==> src/rtl/mesh_ep_pkg.sv <==
// Shared constants, types and helpers for the mesh edge endpoint.
// Packet field offsets are counted down from the packet MSB.
package mesh_ep_pkg;

  localparam int unsigned NxtJumpW  = 8;
  localparam int unsigned IdW       = 4;
  localparam int unsigned RowHiOff  = 8;
  localparam int unsigned ColHiOff  = 12;
  localparam int unsigned ModeOff   = 16;
  localparam int unsigned HeaderW   = 17;
  localparam logic [15:0] LfsrTaps  = 16'hB400;

  typedef struct packed {
    logic [IdW-1:0] row;
    logic [IdW-1:0] col;
  } coord_t;

  // Edge index order: top row, left column, bottom row, right column.
  function automatic coord_t edge_coord(input logic [7:0] sel, input int unsigned rows,
                                        input int unsigned cols);
    int unsigned idx;
    coord_t c;
    idx = {24'd0, sel} % (2 * (rows + cols));
    if (idx < cols) begin
      c.row = '0;
      c.col = IdW'(idx + 1);
    end else if (idx < cols + rows) begin
      c.row = IdW'(idx - cols + 1);
      c.col = '0;
    end else if (idx < 2 * cols + rows) begin
      c.row = IdW'(rows + 1);
      c.col = IdW'(idx - cols - rows + 1);
    end else begin
      c.row = IdW'(idx - 2 * cols - rows + 1);
      c.col = IdW'(cols + 1);
    end
    return c;
  endfunction

endpackage

==> src/rtl/ep_fifo.sv <==
// Show-ahead FIFO: rdata always presents the head entry; push into a full
// FIFO and pop from an empty FIFO are ignored.
module ep_fifo #(
  parameter int unsigned Width = 40,
  parameter int unsigned Depth = 4
) (
  input  logic             clk,
  input  logic             reset,
  input  logic             push,
  input  logic [Width-1:0] wdata,
  input  logic             pop,
  output logic [Width-1:0] rdata,
  output logic             full,
  output logic             empty
);

  localparam int unsigned Aw = (Depth > 1) ? $clog2(Depth) : 1;

  logic [Width-1:0] mem_q [Depth];
  logic [Aw-1:0]    wr_q, rd_q;
  logic [Aw:0]      cnt_q;
  logic             do_push, do_pop;

  assign full    = (cnt_q == Depth[Aw:0]);
  assign empty   = (cnt_q == '0);
  assign do_push = push && !full;
  assign do_pop  = pop && !empty;
  assign rdata   = mem_q[rd_q];

  always_ff @(posedge clk) begin
    if (reset) begin
      wr_q  <= '0;
      rd_q  <= '0;
      cnt_q <= '0;
    end else begin
      if (do_push) wr_q <= wr_q + 1'b1;
      if (do_pop)  rd_q <= rd_q + 1'b1;
      if (do_push && !do_pop) begin
        cnt_q <= cnt_q + 1'b1;
      end else if (do_pop && !do_push) begin
        cnt_q <= cnt_q - 1'b1;
      end
    end
  end

  always_ff @(posedge clk) begin
    if (do_push) mem_q[wr_q] <= wdata;
  end

endmodule

==> src/rtl/agente_driver_monitor.sv <==
// Mesh edge endpoint: packet generator, injection FIFO and output monitor.
// Define MONITOR_CHECK_EN to check received packet addresses against SELF.
module agente_driver_monitor
  import mesh_ep_pkg::*;
#(
  parameter int unsigned pckg_sz    = 40,
  parameter int unsigned fifo_depth = 4,
  parameter int unsigned ROWS       = 4,
  parameter int unsigned COLUMS     = 4,
  parameter int unsigned SELF_ROW   = 0,
  parameter int unsigned SELF_COL   = 1,
  parameter logic [15:0] SEED       = 16'hACE1
) (
  input  logic               clk,
  input  logic               reset,
  input  logic               start,
  input  logic [7:0]         cant_datos,
  input  logic               id_rand,
  input  logic [3:0]         id_row,
  input  logic [3:0]         id_colum,
  output logic [pckg_sz-1:0] data_out_i_in,
  output logic               pndng_i_in,
  input  logic               popin,
  input  logic [pckg_sz-1:0] data_out,
  input  logic               pndng,
  output logic               pop,
  output logic               busy,
  output logic [15:0]        sent_cnt,
  output logic [15:0]        rcv_cnt,
  output logic [15:0]        err_cnt
);

  logic [7:0]         remaining_q;
  logic [15:0]        lfsr_q, lfsr_d;
  logic [15:0]        sent_q, rcv_q;
  logic               pop_q;
  logic               fifo_full, fifo_empty, push;
  logic [pckg_sz-1:0] pkt, fifo_head;
  coord_t             dest;
  logic               unused_data;

  assign busy     = (remaining_q != '0);
  assign push     = busy && !fifo_full;
  assign lfsr_d   = {1'b0, lfsr_q[15:1]} ^ (lfsr_q[0] ? LfsrTaps : 16'h0000);
  assign sent_cnt = sent_q;
  assign rcv_cnt  = rcv_q;
  assign pop      = pop_q;
  assign unused_data = ^data_out;

  always_comb begin
    dest = '0;
    pkt  = '0;
    if (id_rand) begin
      dest = edge_coord(lfsr_q[7:0], ROWS, COLUMS);
    end else begin
      dest.row = id_row;
      dest.col = id_colum;
    end
    // Never address ourselves: mirror the coordinate instead.
    if (dest.row == SELF_ROW[IdW-1:0] && dest.col == SELF_COL[IdW-1:0]) begin
      dest = '{row: dest.col, col: dest.row};
    end
    pkt[pckg_sz-1-RowHiOff -: IdW] = dest.row;
    pkt[pckg_sz-1-ColHiOff -: IdW] = dest.col;
    pkt[pckg_sz-1-ModeOff]         = lfsr_q[0];
    for (int i = 0; i < int'(pckg_sz - HeaderW); i++) begin
      pkt[i] = lfsr_q[i % 16];
    end
  end

  always_ff @(posedge clk) begin
    if (reset) begin
      remaining_q <= '0;
      lfsr_q      <= SEED;
      sent_q      <= '0;
    end else begin
      if (start && !busy) begin
        remaining_q <= cant_datos;
      end else if (push) begin
        remaining_q <= remaining_q - 8'd1;
      end
      if (push) begin
        lfsr_q <= lfsr_d;
        if (sent_q != 16'hFFFF) sent_q <= sent_q + 16'd1;
      end
    end
  end

  ep_fifo #(
    .Width (pckg_sz),
    .Depth (fifo_depth)
  ) u_fifo (
    .clk   (clk),
    .reset (reset),
    .push  (push),
    .wdata (pkt),
    .pop   (popin),
    .rdata (fifo_head),
    .full  (fifo_full),
    .empty (fifo_empty)
  );

  assign pndng_i_in    = !fifo_empty;
  assign data_out_i_in = fifo_empty ? '0 : fifo_head;

  always_ff @(posedge clk) begin
    if (reset) begin
      pop_q <= 1'b0;
      rcv_q <= '0;
    end else if (pndng && !pop_q) begin
      pop_q <= 1'b1;
      if (rcv_q != 16'hFFFF) rcv_q <= rcv_q + 16'd1;
    end else begin
      pop_q <= 1'b0;
    end
  end

`ifdef MONITOR_CHECK_EN
  logic [15:0] err_q;
  logic        addr_bad;

  assign addr_bad = (data_out[pckg_sz-1-RowHiOff -: IdW] != SELF_ROW[IdW-1:0]) ||
                    (data_out[pckg_sz-1-ColHiOff -: IdW] != SELF_COL[IdW-1:0]);
  assign err_cnt  = err_q;

  always_ff @(posedge clk) begin
    if (reset) begin
      err_q <= '0;
    end else if (pndng && !pop_q && addr_bad && err_q != 16'hFFFF) begin
      err_q <= err_q + 16'd1;
    end
  end
`else
  assign err_cnt = '0;
`endif

endmodule

==> config.mk <==
export PLATFORM = sky130hd
export DESIGN_NAME = agente_driver_monitor
export DESIGN_NICKNAME = d
export VERILOG_FILES = /design/src/rtl/mesh_ep_pkg.sv /design/src/rtl/ep_fifo.sv /design/src/rtl/agente_driver_monitor.sv
export SDC_FILE = /design/constraint.sdc
export NUM_CORES = 1
export LEC_CHECK = 0
export ABC_CLOCK_PERIOD_IN_PS = 8900
export CAP_MARGIN = 20
export CELL_PAD_IN_SITES_DETAIL_PLACEMENT = 1
export CELL_PAD_IN_SITES_GLOBAL_PLACEMENT = 1
export CORE_ASPECT_RATIO = 1.75
export CORE_MARGIN = 1
export CORE_UTILIZATION = 49
export CTS_CLUSTER_SIZE = 16
export DETAILED_ROUTE_END_ITERATION = 8
export PLACE_DENSITY = 0.94
export SLEW_MARGIN = 10
export SYNTH_ARGS = -nofsm -noshare
export SYNTH_HDL_FRONTEND = slang
export SYNTH_HIERARCHICAL = 1
export SYNTH_SLANG_ARGS = --single-unit
==> constraint.sdc <==
create_clock -name clk -period 8.9 [get_ports clk]
set_clock_uncertainty 0.15 [all_clocks]
set_input_delay 1.78 -clock clk [delete_from_list [all_inputs] [get_ports clk]]
set_output_delay 1.78 -clock clk [all_outputs]
set_load 0.02 [all_outputs]
==> run_results.csv, run 1 <==
group,metric,value,unit
status,status,"finished, final reports clean",
drt,vias,6302,
worst_setup_path,cp_num_buf_inv,2,
cells_and_area,fin_nets,915,
logic_synthesis,postSynth.asyncResetShare,0,%
placement,routabilityCongestion,0.773,
sta,worst_slack,3.89,ns
flow_run,cap_violations,0,
cells_and_area,num_antenna_cells,0,
clock_network,clkTransAtPathRegs,0.07,ns
cells_and_area,area_delta_synth_final,18.7,%
sta,slew_viol_final,0,
cells_and_area,final_layout_size_suffix_gt1_share,14.2,%
worst_setup_path,slowest_stage,"dfxtp_2",
sta,tightest_slew,1.11,ns
global_route,grt_pass1_vias,6894,
clock_network,numCtsBuffers,21,
worst_setup_path,crit_path_cell_trace,"buf_4 -> mux4_2 -> nor2b_1 -> clkdlybuf4s50_1",
worst_setup_path,start_kind,"flip-flop",
logic_synthesis,syn-cell-area,0.00995,mm^2
logic_synthesis,synthCells,720,
worst_setup_path,reg2reg_from,"remaining_q[0]$_SDFFE_PP0P_",
pwr,p_leak,3.98,nW
clock_network,h-tree-depth,1,
sta,period_minus_slack,5.01,ns
clock_network,tritoncts,"yes",
worst_setup_path,rr_worst_depth,13,
die,die_h,191,um
global_route,grt_pass1_wl,37.1,mm
sta,rsz0062_at_grt,"false",
worst_setup_path,rrSetupSlack,4.66,ns
logic_synthesis,synth_seq_area_share,61.5,%
logic_synthesis,syn_area_per_cell,13.8,um^2
logic_synthesis,ys_ff_latch,226,
logic_synthesis,ys_warn_count,6,
worst_setup_path,worst_ep_arrival_time,3.08,ns
clock_network,root_buffer,"clkbuf_16",
pwr,power_density,353,mW/mm^2
clock_network,clkLatencyLatePin,0.50,ns
die,die_w,110,um
worst_setup_path,worst_path_largest_cell_delay,0.70,ns
worst_setup_path,cp.depth,4,
pwr,power,4.17,mW
worst_setup_path,end_kind,"primary output",
sta,relSlewSlack,25.9,%
global_route,grt_start_max_net_pins,73,
logic_synthesis,synth-edff-count,160,
clock_network,ctsLongestPathBuffers,3,
logic_synthesis,post-synth-top-area-cell,"edfxtp_1",
placement,place_ws,4.28,ns
die,die-area,0.0209,mm^2
cells_and_area,final_cell_mix,"edfxtp_1 (160), clkdlybuf4s50_1 (95), dfxtp_1 (64)",
placement,hpwl,14.8,mm
logic_synthesis,synth_flop_cell,"edfxtp_1",
hold_path,hp-class,"reg2reg",
die,initial_core_util,50.2,%
drt,drc_errors,0,
placement,placed_area,0.0111,mm^2
global_route,antenna_found_initial,0,
sta,setup_viol,0,
logic_synthesis,yosysTopAreaCellShare,48.3,%
pwr,max-vdd-ir-drop,224,uV
sta,hold_viol_final,0,
global_route,gr-usage-all-layers,23.5,%
worst_setup_path,critical_path.top_delay_family,"buffers and inverters",
drt,initialDrtViolationCount,223,
clock_network,cts_resized,0,
drt,wl_per_cell,21.4,um
clock_network,clkSinkCount,226,
worst_setup_path,r2r_end,"u_fifo/cnt_q[2]$_SDFFE_PP0P_",
drt,viasPerCell,5.73,
worst_setup_path,endpoint,"data_out_i_in[10]",
drt,first_pass_iters,4,
sta,fmaxAchievable,0.199,GHz
worst_setup_path,path_max_fanout,25,
drt,ant_nets,0,
clock_network,cts_hold_buf,0,
die,io_pins,153,
worst_setup_path,required,6.97,ns
clock_network,cts_setup_buffers,0,
cells_and_area,final_area,0.0118,mm^2
logic_synthesis,ys_types,73,
global_route,grt-ovfl-total,0,
logic_synthesis,synth_area_leaders,"edfxtp_1 (48%), dfxtp_1 (13%), mux4_2 (9.0%)",
placement,port_buffers,96,
die,design.core.area,0.0198,mm^2
die,row_count,68,
sta,finalSetupTns,0,ns
worst_setup_path,critPathKind,"reg2out",
drt,drt-total-wl,23.5,mm
cells_and_area,utilization,59.6,%
cells_and_area,final_common_cell,"edfxtp_1",
sta,finalCritPeriodShare,56.3,%
==> per-layer routing <==
metal	global-route usage, %	share of wire, %
met1	25.8	38
met2	45.2	56
met3	2.53	3.6
met4	8.26	3.0
met5	0	0
==> power by group <==
| part | switching, mW | total, mW | internal (mW) |
|---|---|---|---|
| combinational | 0.846 | 1.54 | 0.691 |
| sequential | 0.206 | 1.73 | 1.53 |
| clock | 0.380 | 0.902 | 0.522 |
==> Yosys cell counts, drive strengths merged (2+ instances only) <==
| library cell | instances |
|---|---|
| a211oi | 2 |
| a21oi | 34 |
| a311oi | 2 |
| a31oi | 3 |
| and2 | 7 |
| buf | 36 |
| clkbuf | 17 |
| dfxtp | 66 |
| edfxtp | 160 |
| ha | 11 |
| inv | 24 |
| mux2 | 17 |
| mux2i | 8 |
| mux4 | 40 |
| nand2 | 44 |
| nand2b | 6 |
| nand3 | 20 |
| nand3b | 4 |
| nand4 | 8 |
| nor2 | 36 |
| nor2b | 54 |
| nor3 | 9 |
| nor3b | 3 |
| nor4 | 16 |
| nor4b | 6 |
| o211ai | 4 |
| o21a | 2 |
| o21ai | 13 |
| o221a | 3 |
| o22ai | 2 |
| o31ai | 12 |
| or2 | 4 |
| or3 | 7 |
| or4 | 11 |
| xnor2 | 4 |
| xor2 | 5 |
==> worst min path at each step <==
| stage | endpoint | cells after the start | start |
|---|---|---|---|
| 2_1_floorplan | remaining_q[1]$_SDFFE_PP0P_ | 2 | remaining_q[1]$_SDFFE_PP0P_ |
| 3_3_place_gp | remaining_q[1]$_SDFFE_PP0P_ | 2 | remaining_q[1]$_SDFFE_PP0P_ |
| 3_5_place_dp | remaining_q[1]$_SDFFE_PP0P_ | 2 | remaining_q[1]$_SDFFE_PP0P_ |
| 4_1_cts | remaining_q[1]$_SDFFE_PP0P_ | 2 | remaining_q[1]$_SDFFE_PP0P_ |
| 5_1_grt | remaining_q[1]$_SDFFE_PP0P_ | 2 | remaining_q[1]$_SDFFE_PP0P_ |
| 6_report | rcv_cnt[12]$_SDFFE_PP0P_ | 2 | rcv_cnt[12]$_SDFFE_PP0P_ |
==> layout make-up <==
class	instances	area, um^2
repair buffers	104	1070
clock inverters	11	138
inverters	25	93.8
clock buffers	25	541
multi-input cells	463	3540
well taps	245	307
fillers	1944	8010
flip-flops and latches	226	6130
==> metrics by stage <==
stage	hold WS, ns	cells
floorplan	0.320	767
global placement	0.330	1059
detailed placement	0.348	1059
CTS	0.357	1095
global route	0.386	1099
finish	0.356	1099
==> state kept, by name, indices dropped and copies added (netlist names), named ones only <==
| name | cells |
|---|---|
| lfsr_q | 16 |
| pop | 1 |
| rcv_cnt | 16 |
| remaining_q | 8 |
| sent_cnt | 16 |
| u_fifo/cnt_q | 3 |
| u_fifo/mem_q | 160 |
| u_fifo/rd_q | 2 |
| u_fifo/wr_q | 2 |
==> cells by family after synthesis <==
group           synth area share, %
simple gates                   13.5
flops                          61.5
compound gates                 5.96
buf+inv                        4.79
mux                            11.8
fa+ha+maj                      1.58
xor+xnor                      0.792
other cells                  0.0377
==> worst register-to-register path: cells and delay by family (launching register included) <==
kind	cells	cell delay (ns)
AND/OR/NAND/NOR	3	0.99
XOR/XNOR	1	0.12
flip-flops	1	0.33
AO/OA/AOI/OAI	2	0.92
buffers and inverters	4	0.81
adder cells (fa/ha/maj)	3	0.84
Note: power is estimated with default switching activity, not from simulation.
==> run 2: changes to the inputs <==
ABC_CLOCK_PERIOD_IN_PS = 5200   (was 8900)
CORE_UTILIZATION = 45   (was 49)
PLACE_DENSITY = 0.88   (was 0.94)
clock period = 5.2 ns   (was 8.9 ns; I/O delays follow)
==> run 2 against run 1 <==
Compared with the run above: die area rose by 8.8%; count of clock-buffer cells in the layout up 1; flip-flop and latch count unchanged; worst setup slack lost 2.8 ns; core utilization decreased by 4.5 points; global-route usage fell by 3.2 points; sequential power rose by 71%; critical path depth stayed put.
==> run_results.csv, run 2 (synthesized netlist as in run 1, its figures left out) <==
group,metric,value,unit
clock_network,numCtsBuffers,21,
pwr,p_leak,3.99,nW
cells_and_area,ff_latch_area,0.00613,mm^2
placement,routabilityCongestion,0.760,
clock_network,cts_hold_buf,0,
global_route,grt_start_max_net_pins,42,
placement,port_buffers,96,
global_route,met2_usage,40.2,%
die,row_count,71,
cells_and_area,fin_nets,917,
die,die_h,199,um
clock_network,clkSinkCount,226,
global_route,grt_use_met3,2.04,%
hold_path,hp-class,"reg2reg",
sta,finalCritPeriodShare,78.6,%
die,die_w,114,um
drt,viasPerCell,5.41,
die,io_pins,153,
clock_network,clkLatencyLatePin,0.49,ns
drt,vias,6224,
sta,tightest_slew,1.11,ns
cells_and_area,final_layout_size_suffix_gt1_share,14.5,%
die,die-area,0.0227,mm^2
clock_network,tritoncts,"yes",
drt,wl_per_cell,19.8,um
worst_setup_path,worst_ep_arrival_time,2.90,ns
drt,ant_nets,0,
worst_setup_path,crit_path_cell_trace,"buf_4 -> mux4_2 -> nor2b_1 -> clkdlybuf4s50_1",
global_route,grt_pass1_vias,6647,
pwr,power,7.09,mW
drt,first_pass_iters,4,
global_route,use_met1,21.6,%
sta,relSlewSlack,25.9,%
sta,hold_viol_final,0,
die,initial_core_util,46.1,%
global_route,grt_pass1_wl,35.5,mm
global_route,grt-ovfl-total,0,
drt,initialDrtViolationCount,231,
worst_setup_path,end_kind,"primary output",
die,design.core.area,0.0216,mm^2
sta,finalSetupTns,0,ns
worst_setup_path,critical_path.top_delay_family,"buffers and inverters",
clock_network,h-tree-depth,1,
cells_and_area,num_antenna_cells,0,
clock_network,cts_setup_buffers,0,
drt,drt-total-wl,22.8,mm
clock_network,cts_resized,0,
cells_and_area,fillCellCount,2161,
pwr,power_density,596,mW/mm^2
placement,hpwl,14.5,mm
clock_network,ctsLongestPathBuffers,3,
sta,period_minus_slack,4.09,ns
cells_and_area,regMostFlops,"u_fifo/mem_q",
global_route,gr-usage-all-layers,20.3,%
worst_setup_path,critPathKind,"reg2out",
global_route,busiest_layer,"met2",
sta,slew_viol_final,0,
pwr,max-vdd-ir-drop,317,uV
flow_run,cap_violations,0,
cells_and_area,final_cell_mix,"edfxtp_1 (160), clkdlybuf4s50_1 (95), dfxtp_1 (64)",
worst_setup_path,required,4.01,ns
clock_network,clkTransAtPathRegs,0.07,ns
global_route,antenna_found_initial,0,
status,status,"finished, final reports clean",
worst_setup_path,start_kind,"flip-flop",
sta,fmaxAchievable,0.245,GHz
sta,setup_viol,0,
cells_and_area,area_delta_synth_final,19.5,%
worst_setup_path,cp_num_buf_inv,2,
worst_setup_path,slowest_stage,"dfxtp_2",
worst_setup_path,worst_path_largest_cell_delay,0.85,ns
cells_and_area,largest_reg_flops,160,
worst_setup_path,path_max_fanout,20,
sta,rsz0062_at_grt,"false",
cells_and_area,multi_input_area,0.00354,mm^2
drt,drc_errors,0,
cells_and_area,final_common_cell,"edfxtp_1",
clock_network,root_buffer,"clkbuf_16",
## run 2: changes by cell type in the layout (fill, tap and decap cells not counted)
cell | previous run | this run
clkinv_1 | 2 | 3
bufinv_16 | 3 | 2
clkinv_4 | 1 | 0
buf_12 | 3 | 5
inv_6 | 0 | 2
clkinvlp_2 | 0 | 1
buf_16 | 1 | 0
clkinvlp_4 | 2 | 1
buf_4 | 4 | 5
clkbuf_8 | 0 | 1
## run 2: area by class of cell
| type | count | share of cell area, % |
|---|---|---|
| Clock buffer | 26 | 4.66 |
| Clock inverter | 12 | 0.989 |
| Inverter | 25 | 0.789 |
| Multi-Input combinational cell | 463 | 29.8 |
| Sequential cell | 226 | 51.5 |
| Tap cell | 292 | 3.07 |
| Timing Repair Buffer | 106 | 9.20 |
## run 2: worst register-to-register path: cells and delay by family (launching register included)
kind | cells | cell delay [ns]
flops | 1 | 0.35
simple gates | 3 | 0.84
fa+ha+maj | 3 | 0.92
xor+xnor | 1 | 0.16
buf+inv | 5 | 0.93
compound gates | 2 | 0.21
## run 2: layer usage
layer	vias up	wire (um)
met3	34	707
met2	158	13000
met1	3137	8550
met5	-	0
met4	0	548
li1	2895	-
## run 2: path summary, 6_finish.rpt
path                               start                            to  slack (ns)  depth (start not counted)
max                            flip-flop             data_out_i_in[28]        1.11                          4
min             rcv_cnt[12]$_SDFFE_PP0P_      rcv_cnt[12]$_SDFFE_PP0P_        0.36                          2
max reg2reg  remaining_q[0]$_SDFFE_PP0P_  u_fifo/cnt_q[2]$_SDFFE_PP0P_        1.56                         14
min reg2reg     rcv_cnt[12]$_SDFFE_PP0P_      rcv_cnt[12]$_SDFFE_PP0P_        0.36                          2
## run 2: power by group
part / leakage, nW / internal [mW] / switching [mW]
registers: 2.02 / 2.61 / 0.346
clock network: 0.327 / 0.862 / 0.647
logic: 1.64 / 1.18 / 1.43
total: 3.99 / 4.66 / 2.43
## run 2: per-stage QoR
step                setup WS [ns]  hold slack, ns  std cells  instance area (um^2)  utilization [%]
floorplan                    2.15           0.320        767                 10100                -
global placement             1.61           0.328       1108                 11100             51.6
detailed placement           1.56           0.343       1108                 11100             51.6
CTS                          1.02           0.359       1146                 11800             54.7
global route                0.959           0.387       1150                 11900             55.1
finish                       1.11           0.358       1150                 11900             55.1
